## src/rtl/mem_arbiter.sv

```systemverilog
// mem_arbiter: responder side of the byte-serial dcache/icache memory handshake.
// Arbitrates one byte per cycle onto the shared RAM/IO port (dcache has strict
// priority) and returns the completion one cycle later.
// Optional build macro: MEM_ARB_STATS_EN adds d_bytes, i_bytes and stall_cycles
// counters as extra outputs.
module mem_arbiter #(
    parameter int         ADDR_WIDTH = 18,
    parameter logic [1:0] IO_PREFIX  = 2'b11
) (
    input  logic                  clk,
    input  logic                  rst,
    input  logic                  d_get_en,
    input  logic                  d_write_mode,
    input  logic [ADDR_WIDTH-1:0] d_addr,
    input  logic [7:0]            d_data,
    output logic                  d_out_en,
    output logic [7:0]            d_content,
    input  logic                  i_get_en,
    input  logic [ADDR_WIDTH-1:0] i_addr,
    output logic                  i_out_en,
    output logic [7:0]            i_content,
    input  logic                  io_buffer_full,
    input  logic [7:0]            mem_din,
    output logic [7:0]            mem_dout,
    output logic [ADDR_WIDTH-1:0] mem_a,
    output logic                  mem_wr
`ifdef MEM_ARB_STATS_EN
    ,
    output logic [31:0]           d_bytes,
    output logic [31:0]           i_bytes,
    output logic [31:0]           stall_cycles
`endif
);

    typedef enum logic [1:0] {
        OWN_NONE = 2'd0,
        OWN_D    = 2'd1,
        OWN_I    = 2'd2
    } owner_e;

    owner_e     grant;
    owner_e     owner;
    logic       was_write;
    logic       d_io_blocked;
    logic [7:0] wbyte_q;
    logic [7:0] d_content_q;
    logic [7:0] i_content_q;

    // Current-cycle grant and combinational drive of the RAM/IO port.
    always_comb begin
        // NOTE: every output of this block gets a default first so no path can infer a latch.
        grant        = OWN_NONE;
        mem_a        = '0;
        mem_wr       = 1'b0;
        mem_dout     = 8'h00;
        // Only IO writes wait for the sink; IO reads and RAM traffic never stall.
        d_io_blocked = d_write_mode && (d_addr[ADDR_WIDTH-1 -: 2] == IO_PREFIX) && io_buffer_full;
        if (!rst) begin
            if (d_get_en && !d_io_blocked) begin
                grant = OWN_D;
            end else if (i_get_en) begin
                grant = OWN_I;
            end
        end
        case (grant)
            OWN_D: begin
                mem_a    = d_addr;
                mem_wr   = d_write_mode;
                mem_dout = d_data;
            end
            OWN_I: begin
                mem_a = i_addr;
            end
            default: ;
        endcase
    end

    // In-flight byte: who was granted last cycle, and the write byte to echo back.
    always_ff @(posedge clk) begin
        // NOTE: state registers use non-blocking assignments so every flop samples pre-edge values.
        if (rst) begin
            owner     <= OWN_NONE;
            was_write <= 1'b0;
            wbyte_q   <= 8'h00;
        end else begin
            owner     <= grant;
            was_write <= (grant == OWN_D) && d_write_mode;
            wbyte_q   <= d_data;
        end
    end

    // Completion: RAM byte arrives this cycle; content holds its last value when idle.
    always_comb begin
        d_out_en  = (owner == OWN_D);
        i_out_en  = (owner == OWN_I);
        d_content = d_content_q;
        i_content = i_content_q;
        if (owner == OWN_D) begin
            d_content = was_write ? wbyte_q : mem_din;
        end
        if (owner == OWN_I) begin
            i_content = mem_din;
        end
    end

    // Hold registers that keep the last delivered byte visible between completions.
    always_ff @(posedge clk) begin
        if (rst) begin
            d_content_q <= 8'h00;
            i_content_q <= 8'h00;
        end else begin
            if (owner == OWN_D) d_content_q <= d_content;
            if (owner == OWN_I) i_content_q <= i_content;
        end
    end

`ifdef MEM_ARB_STATS_EN
    logic stall;

    // A cycle stalls when any requesting client is not the one granted.
    always_comb begin
        stall = (d_get_en && (grant != OWN_D)) || (i_get_en && (grant != OWN_I));
    end

    // Traffic and stall counters, free-running and wrapping modulo 2^32.
    always_ff @(posedge clk) begin
        if (rst) begin
            d_bytes      <= 32'd0;
            i_bytes      <= 32'd0;
            stall_cycles <= 32'd0;
        end else begin
            if (d_out_en) d_bytes      <= d_bytes + 32'd1;
            if (i_out_en) i_bytes      <= i_bytes + 32'd1;
            if (stall)    stall_cycles <= stall_cycles + 32'd1;
        end
    end
`endif

endmodule

```

## config.mk

```make
export PLATFORM = sky130hd
export DESIGN_NAME = mem_arbiter
export DESIGN_NICKNAME = d
export VERILOG_FILES = /design/src/rtl/mem_arbiter.sv
export SDC_FILE = /design/constraint.sdc
export NUM_CORES = 1
export LEC_CHECK = 0
export CORE_UTILIZATION = 32
export DETAILED_ROUTE_END_ITERATION = 7
export GPL_ROUTABILITY_DRIVEN = 0
export PLACE_DENSITY = 0.81
export SETUP_SLACK_MARGIN = 0.3
export SYNTH_ARGS = -nofsm -noshare
export SYNTH_HDL_FRONTEND = slang
export SYNTH_SLANG_ARGS = --single-unit
export TNS_END_PERCENT = 30
```

## constraint.sdc

```tcl
create_clock -name clk -period 2.3 [get_ports clk]
set_input_delay 0.575 -clock clk [delete_from_list [all_inputs] [get_ports clk]]
set_output_delay 0.575 -clock clk [all_outputs]
set_load 0.05 [all_outputs]
```

==> impl_summary.txt, run 1 <==
----------------------------------------------------
[Status]
  Result of the run ... finished, violations left
  Failing checks ... DRC, setup timing

[STA]
  Skew final ... 0.00809 ns
  Max frequency ... 0.398 GHz
  Endpoints failing hold ... 0
  Clock period minus worst slack ... 2.51 ns
  Final number of setup-violating endpoints ... 27
  Setup_tns ... -4.41 ns
  Worst Tran Pin Value ... 0.420 ns
  Setup repair after global routing missed its margin ... yes
  Worst slew slack as a fraction of its limit ... 0.720
  Final worst-path setup slack ... -0.211 ns
  Final Slew Violations ... 0
  Period utilization ... 1.09

[Route]
  Routed vias/inst ... 4.94
  Number of DRC markers after the initial detailed-route iteration ... 72
  Vias ... 1,624
  Wire length per cell after detailed routing ... 16.3 um
  First-pass iteration count of the detailed router ... 6
  Final Routed Wirelength ... 5.35 mm
  Post-route DRC violation count ... 14
  DRT antenna net count ... 0

[GRT]
  Overall overflow remaining after global route ... 0
  Met3 routing resource usage after global routing ... 0.0442
  Met2 track demand over resource in global routing ... 0.464
  Busiest layer in global routing ... met2
  Met1 layer usage reported by global route ... 0.229
  Largest net degree at the start of global routing ... 27
  Global routing usage summed across all routing layers ... 0.227
  Initial antenna violation count ... 0
  Via count of the first global-routing pass ... 1,748
  Global-route wire length before repair ... 8.77 mm

[Worst setup path]
  Highest fanout seen on the critical path ... 6
  Setup crit start kind ... input port
  Data arrival time at the worst-slack endpoint ... 1.94 ns
  Flop2flop setup slack ... 0.97 ns
  Launch point of the critical path ... io_buffer_full
  CP Capture Type ... output pin
  Capturing point of the worst reg2reg path ... i_content_q[0]
  Worst reg2reg path startpoint ... owner[1]
  Required time at the worst-slack endpoint ... 1.73 ns
  Kind of critical path ... input port to output pin
  Worst Reg2Reg Path Length in Cells ... 3

[Finish]
  Nets ... 338
  Most used cells in the layout excluding fill and tap cells ... sky130_fd_sc_hd__buf_12 (49), sky130_fd_sc_hd__clkdlybuf4s50_1 (43), sky130_fd_sc_hd__dfxtp_1 (25)
  Ant. Diodes ... 0
  Final core occ ... 0.814
  Share of layout cells above drive strength 1 ... 0.621
  # fillers ... 247
  Final instance count without filler cells ... 329
  Area growth syn-to-layout ... 140%
  Most frequent standard cell in the layout excluding fill and tap cells ... sky130_fd_sc_hd__buf_12

[Logic synthesis]
  Count of yosys warnings during synthesis ... 0
  Number of synthesized flops with an enable pin ... 0
  Async set-reset flop share out of synthesis ... 0
  Sequential cell area fraction in the yosys report ... 0.359
  Post-synthesis instance area ... 1510 sq um
  Post-synth top flop ... sky130_fd_sc_hd__dfxtp_1
  Number of unique standard cell types used by synthesis ... 23
  Syn Nets ... 223
  Syn avg cell area ... 9.24 sq um
  Syn Inst Count ... 163
  Number of register bits inferred by synthesis ... 27

[Clock tree]
  Maximum clock path buffer count ... 2
  CTS tree ... done
  Clock slew seen by the registers of the worst setup and hold paths ... 0.08 ns
  TritonCTS sink count ... 27
  Max H-tree Level ... 1
  Clock insertion delay at the later pin of the skew report ... 0.28 ns
  Clock buffer count from CTS ... 3
  CTS Root Buffer Type ... sky130_fd_sc_hd__clkbuf_8

[Power and ir drop]
  Leakage power figure ... 0.00135 uW
  Power per cell area ... 413 nW/um^2
  Relative contribution of combinational cells to total power ... 0.480
  Sequential group share of total power ... 0.337
  Max VDD drop ... 328 uV
  Fraction of power spent switching nets ... 0.342
  Clock network power share ... 0.183
  Internal Dissipation ... 981 uW
  Total chip power ... 1490 uW
  Sw Pwr ... 511 uW

[Floorplanning]
  Standard cell core area ... 4440 sq um
  Die X-Extent ... 70.6 um
  Die height ... 70.6 um
  Number of rows in the core area ... 24
  DIE AREA ... 4990 sq um
  Ports ... 103
  Initial core utilization ... 0.339

[Placed design]
  IO Port Bufs ... 102
  DP Cell Count ... 314
  Setup Slack @ Placement ... -0.529 ns
  Half-perimeter wire length of the detailed placement result ... 3.76 mm

[Min path]
  Path type of the worst min-delay path ... flop to flop
  Min-Delay Path Depth ... 2
  Worst Hold Endpoint ... d_content_q[1]
  Worst hold path startpoint ... d_content_q[1]

[Flow run]
  MaxCap Viol Count ... 0

----------------------------------------------------
==> layout make-up <==
class | instances | area [sq um] | area share
tap | 52 | 65.1 | 0.0180
inverter | 1 | 6.26 | 0.00173
clock inverter | 1 | 7.51 | 0.00208
clock buffer | 3 | 41.3 | 0.0114
sequential | 27 | 543 | 0.150
multi-input combinational | 122 | 1240 | 0.343
timing repair buffer | 123 | 1710 | 0.474
==> logic make-up after synthesis <==
kind of cell / after synthesis / share of synthesized area
fa+ha+maj: 2 / 0.0166
buf+inv: 14 / 0.0507
flops: 27 / 0.359
mux: 8 / 0.0797
compound gates: 26 / 0.156
simple gates: 86 / 0.338
==> power groups by stage <==
stage                     clock network [uW]  logic, uW  registers [uW]
after floorplan                            0        336             509
after global placement                     0        642             509
after detailed placement                   0        651             511
after CTS                                282        709             502
after global routing                     303        749             505
final                                    273        716             503
==> critical path: stages <==
cell                      delay [ns]
sky130_fd_sc_hd__buf_2          0.10
sky130_fd_sc_hd__nand4_1        0.10
sky130_fd_sc_hd__nand2_2        0.07
sky130_fd_sc_hd__or2_4          0.23
sky130_fd_sc_hd__ha_4           0.18
sky130_fd_sc_hd__buf_12         0.13
sky130_fd_sc_hd__buf_12         0.13
sky130_fd_sc_hd__a22oi_2        0.21
sky130_fd_sc_hd__nor2_4         0.07
sky130_fd_sc_hd__buf_12         0.15
==> layer usage <==
| layer | wire length, um | up-vias |
|---|---|---|
| li1 | - | 786 |
| met1 | 1920 | 770 |
| met3 | 312 | 4 |
| met5 | 0 | - |
| met4 | 48 | 0 |
| met2 | 3070 | 64 |
==> cells in the mapped netlist (2+ instances only) <==
cell type	instances	share of area
sky130_fd_sc_hd__and3b_1	2	0.012
sky130_fd_sc_hd__a22oi_1	18	0.090
sky130_fd_sc_hd__nor2b_1	17	0.071
sky130_fd_sc_hd__mux2_4	8	0.080
sky130_fd_sc_hd__and2_1	9	0.037
sky130_fd_sc_hd__nor2b_4	9	0.082
sky130_fd_sc_hd__ha_1	2	0.017
sky130_fd_sc_hd__nor2_1	36	0.090
sky130_fd_sc_hd__nor3_1	8	0.027
sky130_fd_sc_hd__a211oi_2	8	0.066
sky130_fd_sc_hd__dfxtp_1	27	0.36
sky130_fd_sc_hd__clkbuf_1	2	0.0050
sky130_fd_sc_hd__buf_2	7	0.023
==> repair_timing <==
| item | in CTS | in global routing |
|---|---|---|
| pin swaps | 27 | 9 |
| endpoints found under the setup margin | 45 | 43 |
| cloned | 1 | 0 |
| gates resized for setup | 93 | 10 |
| setup buffers | 9 | 1 |
| hold buffers | 0 | 0 |
==> worst max-delay path by stage <==
stage	slack (ns)	to
6_report	-0.21	mem_a[9]
5_1_grt	-0.27	mem_a[2]
4_1_cts	-0.24	mem_a[14]
3_5_place_dp	-0.53	mem_a[7]
3_3_place_gp	-0.49	mem_a[10]
2_1_floorplan	-0.09	mem_a[10]
==> sequential cells by signal, summed over array words and instances, names as in the netlist <==
| signal | count |
|---|---|
| owner | 2 |
| i_content_q | 8 |
| d_content_q | 8 |
| wbyte_q | 8 |
| was_write | 1 |
==> through the flow <==
stage,area (sq um),hold slack [ns]
floorplan,1720,0.476
global placement,3220,0.486
detailed placement,3220,0.503
CTS,3570,0.532
global route,3620,0.547
finish,3620,0.521
Note: power is estimated with default switching activity, not from simulation.
==> inputs of run 2 (changes only) <==
--- a/config.mk
+++ b/config.mk
@@ -5,10 +5,11 @@
 export SDC_FILE = /design/constraint.sdc
 export NUM_CORES = 1
 export LEC_CHECK = 0
-export CORE_UTILIZATION = 32
+export CORE_UTILIZATION = 33
+export CTS_BUF_LIST = sky130_fd_sc_hd__clkbuf_8
 export DETAILED_ROUTE_END_ITERATION = 7
 export GPL_ROUTABILITY_DRIVEN = 0
-export PLACE_DENSITY = 0.81
+export PLACE_DENSITY = 0.83
 export SETUP_SLACK_MARGIN = 0.3
 export SYNTH_ARGS = -nofsm -noshare
 export SYNTH_HDL_FRONTEND = slang
==> impl_summary.txt, run 2 (synthesis results as in run 1) <==
----------------------------------------------------
[STA]
  Final Slew Violations ... 0 (unchanged)
  Period utilization ... 1.15 (was 1.09)
  Endpoints failing hold ... 0 (unchanged)
  Skew final ... 0.00541 ns (was 0.00809 ns)
  Final number of setup-violating endpoints ... 27 (unchanged)
  Clock period minus worst slack ... 2.65 ns (was 2.51 ns)
  Setup repair after global routing missed its margin ... yes (unchanged)
  Max frequency ... 0.378 GHz (was 0.398 GHz)
  Worst slew slack as a fraction of its limit ... 0.727 (was 0.720)
  Worst Tran Pin Value ... 0.408 ns (was 0.420 ns)
  Final worst-path setup slack ... -0.347 ns (was -0.211 ns)
  Hold slack final ... 0.553 ns (was 0.521 ns)

[Power and ir drop]
  Max VDD drop ... 289 uV (was 328 uV)
  Power per cell area ... 416 nW/um^2 (was 413 nW/um^2)
  Leakage power figure ... 0.00140 uW (was 0.00135 uW)
  Relative contribution of combinational cells to total power ... 0.493 (was 0.480)
  Sw Pwr ... 571 uW (was 511 uW)
  Internal Dissipation ... 1000 uW (was 981 uW)
  Clock network power share ... 0.184 (was 0.183)
  Fraction of power spent switching nets ... 0.363 (was 0.342)
  Sequential group share of total power ... 0.324 (was 0.337)

[Clock tree]
  Hold buffer count at cts ... 0 (unchanged)
  Clock slew seen by the registers of the worst setup and hold paths ... 0.10 ns (was 0.08 ns)
  CTS Root Buffer Type ... sky130_fd_sc_hd__clkbuf_8 (unchanged)
  Maximum clock path buffer count ... 2 (unchanged)
  Clock buffer count from CTS ... 3 (unchanged)
  CTS tree ... done (unchanged)
  Max H-tree Level ... 1 (unchanged)
  Clock insertion delay at the later pin of the skew report ... 0.28 ns (about the same)
  TritonCTS sink count ... 27 (unchanged)

[GRT]
  Initial antenna violation count ... 0 (unchanged)
  Largest net degree at the start of global routing ... 19 (was 27)
  Global routing usage summed across all routing layers ... 0.274 (was 0.227)
  Global-route wire length before repair ... 10.2 mm (was 8.77 mm)
  Overall overflow remaining after global route ... 0 (unchanged)
  Via count of the first global-routing pass ... 1,920 (was 1,748)

[Min path]
  Worst Hold Endpoint ... d_content_q[0] (was d_content_q[1])
  Worst hold path startpoint ... d_content_q[0] (was d_content_q[1])
  Path type of the worst min-delay path ... flop to flop (unchanged)
  Min-Delay Path Depth ... 2 (unchanged)

[Floorplanning]
  Number of rows in the core area ... 24 (unchanged)
  Die X-Extent ... 69.6 um (was 70.6 um)
  Die height ... 69.6 um (was 70.6 um)
  DIE AREA ... 4840 sq um (was 4990 sq um)
  Standard cell core area ... 4380 sq um (was 4440 sq um)
  Initial core utilization ... 0.344 (was 0.339)
  Ports ... 103 (unchanged)

[Finish]
  Nets ... 340 (was 338)
  Share of layout cells above drive strength 1 ... 0.649 (was 0.621)
  Post-route cell area ... 3770 sq um (was 3620 sq um)
  Most used cells in the layout excluding fill and tap cells ... sky130_fd_sc_hd__buf_12 (47), sky130_fd_sc_hd__clkdlybuf4s50_1 (42), sky130_fd_sc_hd__dfxtp_1 (24) (was sky130_fd_sc_hd__buf_12 (49), sky130_fd_sc_hd__clkdlybuf4s50_1 (43), sky130_fd_sc_hd__dfxtp_1 (25))
  Ant. Diodes ... 0 (unchanged)
  Largest registers ... d_content_q (8), i_content_q (8), wbyte_q (8) (unchanged)
  Most frequent standard cell in the layout excluding fill and tap cells ... sky130_fd_sc_hd__buf_12 (unchanged)
  # fillers ... 184 (was 247)
  Area growth syn-to-layout ... 150% (was 140%)

[Placed design]
  Cell Area, Placed ... 3210 sq um (was 3220 sq um)
  Half-perimeter wire length of the detailed placement result ... 3.87 mm (was 3.76 mm)
  IO Port Bufs ... 102 (unchanged)

[Route]
  Post-route DRC violation count ... 0 (was 14)
  Routed vias/inst ... 5.40 (was 4.94)
  Vias ... 1,789 (was 1,624)
  First-pass iteration count of the detailed router ... 4 (was 6)
  Wire length per cell after detailed routing ... 22.6 um (was 16.3 um)
  DRT antenna net count ... 0 (unchanged)
  Final Routed Wirelength ... 7.47 mm (was 5.35 mm)
  Number of DRC markers after the initial detailed-route iteration ... 52 (was 72)

[Worst setup path]
  Flop2flop setup slack ... 0.91 ns (was 0.97 ns)
  Slowest library cell on the worst path ... sky130_fd_sc_hd__ha_4 (was sky130_fd_sc_hd__or2_4)
  Data arrival time at the worst-slack endpoint ... 2.07 ns (was 1.94 ns)
  Critical Path, Cell by Cell ... buf_6 -> nand4_1 -> nand2_2 -> buf_6 -> nand3b_1 -> ha_4 -> buf_16 -> a22oi_2 -> nor2_4 -> buf_12 (was buf_2 -> nand4_1 -> nand2_2 -> or2_4 -> ha_4 -> buf_12 -> buf_12 -> a22oi_2 -> nor2_4 -> buf_12)
  Buffer and inverter count on the worst path ... 4 (unchanged)
  Required time at the worst-slack endpoint ... 1.73 ns (about the same)
  Largest delay share family, worst path ... simple AND/OR/NAND/NOR gates (was buffers and inverters)
  Kind of critical path ... input port to output pin (unchanged)
  Worst Reg2Reg Path Length in Cells ... 3 (unchanged)
  Worst reg2reg path startpoint ... owner[1] (unchanged)
  Setup crit start kind ... input port (unchanged)
  CP Capture Type ... output pin (unchanged)
  Capturing point of the worst reg2reg path ... i_content_q[3] (was i_content_q[0])
  Delay of the slowest cell on the worst path ... 0.27 ns (was 0.23 ns)
  Cell mode on critical path ... sky130_fd_sc_hd__buf_6 (was sky130_fd_sc_hd__buf_12)
  Highest fanout seen on the critical path ... 5 (was 6)

[Status]
  Failing checks ... setup timing (was DRC, setup timing)
  Result of the run ... finished, violations left (unchanged)

[Flow run]
  MaxCap Viol Count ... 0 (unchanged)

----------------------------------------------------
## run 2: cell types whose count changed in the layout (fill, tap and decap cells not counted), moves of 2 or more
cell	delta
sky130_fd_sc_hd__a211oi_2	-7
sky130_fd_sc_hd__a211oi_4	+7
sky130_fd_sc_hd__buf_12	-2
sky130_fd_sc_hd__buf_16	+3
sky130_fd_sc_hd__buf_4	+3
sky130_fd_sc_hd__buf_8	-3
sky130_fd_sc_hd__clkdlybuf4s15_1	+3
sky130_fd_sc_hd__dlygate4sd2_1	-2
sky130_fd_sc_hd__nor2_1	-4
sky130_fd_sc_hd__nor2_4	+4
sky130_fd_sc_hd__nor2b_4	+2
## run 2: stage by stage
step	setup TNS, ns	std cells	power (uW)	setup WS [ns]	utilization
6_report	-7.37	331	1570	-0.347	0.861
5_1_grt	-8.94	331	1610	-0.388	0.861
4_1_cts	-4.97	328	1500	-0.256	0.826
3_5_place_dp	-15.02	313	1160	-0.651	0.733
3_3_place_gp	-11.73	313	1150	-0.484	0.733
2_1_floorplan	-0.958	163	845	-0.0931	-
## run 2: routing by layer
layer  part of all wire  track usage
met1               0.36        0.295
met2               0.55        0.535
met3              0.060       0.0451
met4              0.026       0.0839
met5                  0            0
## run 2: cell type report
class / instances / area (sq um) / area share
Clock inverter: 1 / 7.51 / 0.00199
Timing Repair Buffer: 125 / 1760 / 0.467
Multi-Input combinational cell: 122 / 1340 / 0.354
Inverter: 1 / 16.3 / 0.00431
Tap cell: 52 / 65.1 / 0.0172
Clock buffer: 3 / 41.3 / 0.0109
Sequential cell: 27 / 547 / 0.145
## run 2: power by group through the flow
stage	Clock (uW)	Sequential (uW)	Combinational, uW
3_5_place_dp	0	511	651
3_3_place_gp	0	509	641
4_1_cts	282	500	721
5_1_grt	307	510	796
2_1_floorplan	0	509	336
6_report	288	508	774
## run 2: how the worst max path moves through the flow
stage	cells past startpoint	endpoint	start	slack, ns
floorplan	7	mem_a[10]	d_addr[17]	-0.09
detailed placement	9	mem_a[3]	d_addr[17]	-0.65
CTS	10	mem_a[0]	d_write_mode	-0.26
global route	10	mem_a[9]	d_addr[16]	-0.39
global placement	9	mem_a[9]	d_addr[16]	-0.48
finish	10	mem_a[9]	d_addr[16]	-0.35
## run 2: worst min-delay path, stage by stage, from the launching register on
cell and delay (ns):
sky130_fd_sc_hd__dfxtp_1 0.34, sky130_fd_sc_hd__nor2_4 0.12, sky130_fd_sc_hd__nor3_1 0.05
## run 2: timing repair
action / CTS / global route
setup endpoints to repair: 44 / 43
gates resized for setup: 100 / 28
gates cloned: 3 / 1
pin swaps: 44 / 21
buffers inserted: 8 / 2
==> inputs of run 3 (changes only) <==
==> config.mk (replaced) <==
export PLATFORM = sky130hd
export DESIGN_NAME = mem_arbiter
export DESIGN_NICKNAME = d
export VERILOG_FILES = /design/src/rtl/mem_arbiter.sv
export SDC_FILE = /design/constraint.sdc
export NUM_CORES = 1
export LEC_CHECK = 0
export ABC_CLOCK_PERIOD_IN_PS = 2300
export CORE_UTILIZATION = 32
export DETAILED_ROUTE_END_ITERATION = 7
export GPL_ROUTABILITY_DRIVEN = 0
export PLACE_DENSITY = 0.81
export SETUP_SLACK_MARGIN = 0.3
export SLEW_MARGIN = 20
export SYNTH_ARGS = -nofsm -noshare
export SYNTH_HDL_FRONTEND = slang
export SYNTH_SLANG_ARGS = --single-unit
export TNS_END_PERCENT = 30
==> results of run 3 <==
Same layout as run 1: the final DEF is identical, and so are final timing and power.
==> RTL change: new RTL, flow settings as in run 3 <==
Re-encode `owner_e` (3 values) as one-hot, 3 bits wide.
--- a/src/rtl/mem_arbiter.sv
+++ b/src/rtl/mem_arbiter.sv
@@ -32,10 +32,10 @@
 `endif
 );
 
-    typedef enum logic [1:0] {
-        OWN_NONE = 2'd0,
-        OWN_D    = 2'd1,
-        OWN_I    = 2'd2
+    typedef enum logic [2:0] {
+        OWN_NONE = 3'b001,
+        OWN_D    = 3'b010,
+        OWN_I    = 3'b100
     } owner_e;
 
     owner_e     grant;
Behaviour: no difference found for any inputs over 10 cycles, from zero or initial values and one cycle with rst high; not proved beyond that.
==> RTL change against run 3 <==
  * Routed wire length is 76% higher
  * Sequential power is 3% higher
  * Power is 11% higher
  * Count of clock-buffer cells in the layout is 1 higher
  * First-iteration DRC count is 78% higher
  * Final area is 21% higher
  * Area after synthesis is 8.2% higher
  * Setup slack better by 0.29 ns
  * Critical path depth is 6 lower
  * Final cell count is 19% higher
  * Clock skew is 0.00054 ns higher
  * Clock power is 12% higher
  * Utilization is 9.1 points higher
  * Sequential cell count is 1 higher
  * Critical endpoint is now mem_dout[5]
==> RTL change: results <==
[cts]
clk_pin_slew_ns = 0.10
cts.repair.resized = 132
cts_setup_buffers = 12

[route]
drtIter0Drc = 128
wl_met3_um = 697
routed_wl_um = 9434
routed-wl-met2_um = 4924
drt-wirelength-per-cell_um = 24.13
first_pass_iters = 4

[run_status]
outcome = "complete, no violations"

[synthesis]
syn_area_sq_mm = 0.001630
synth-adder-area-share = 0
syn_avg_cell_area_sq_um = 9.316
ys_types = 25
synth_area_leaders = "dfxtp_1, nand4b_1, mux2_4"
synth_seq_area_share = 0.3438

[hold_path]
hold_path_startpoint = "d_content_q[2]$_SDFFE_PP0P_"
min_to = "d_content_q[2]$_SDFFE_PP0P_"

[setup_path]
cp_slowest_cell = "clkdlybuf4s50_1"
r2r_setup_slack_ns = 0.87
r2r-end = "i_content_q[4]$_SDFFE_PP0P_"

[final_layout]
buffer_area_frac = 0.5225
fill_cells = 177
nets = 383
multi_input_gates = 129

[place]
place_area_sq_mm = 0.003472
preCtsSetupSlack_ns = -0.2981
post-dp-hpwl_um = 4043

[timing]
tightest_slew_ns = 0.3228
timing.hold.ws_ns = 0.5881

[global_route]
track_usage = 0.2969
grt_max_degree = 35
grtUsageMet1 = 0.3322
use_met2 = 0.5484
grt_pass1_wl_um = 11760

[pwr]
p_clk_frac = 0.185
p_switching_uw = 568.2
==> RTL change: cell count changes after synthesis, moves of 9 or more <==
| cell | change |
|---|---|
| a22oi_1 | -18 |
| o21ai_0 | +9 |
| nand4b_1 | +18 |
| o21ai_2 | +9 |
| nand2_1 | +18 |
| nor2b_4 | -9 |
| nor2_1 | -27 |
==> RTL change: logic make-up (layout without fill, tap and decap cells) <==
logic type      count (synthesis)  count (layout)
simple gates                   78              78
compound gates                 35              35
flops                          28              28
buf+inv                        18             167
mux                            16              16
==> RTL change: worst max-delay path by stage <==
stage / startpoint / endpoint / slack (ns) / depth (start not counted)
floorplan: owner[1]$_SDFF_PP0_ / d_content[1] / 0.12 / 4
global placement: d_addr[17] / mem_a[1] / -0.25 / 5
detailed placement: d_addr[17] / mem_a[12] / -0.30 / 5
CTS: owner[2]$_SDFF_PP0_ / i_content[6] / 0.20 / 4
global route: d_data[5] / mem_dout[5] / 0.08 / 4
finish: d_data[5] / mem_dout[5] / 0.08 / 4
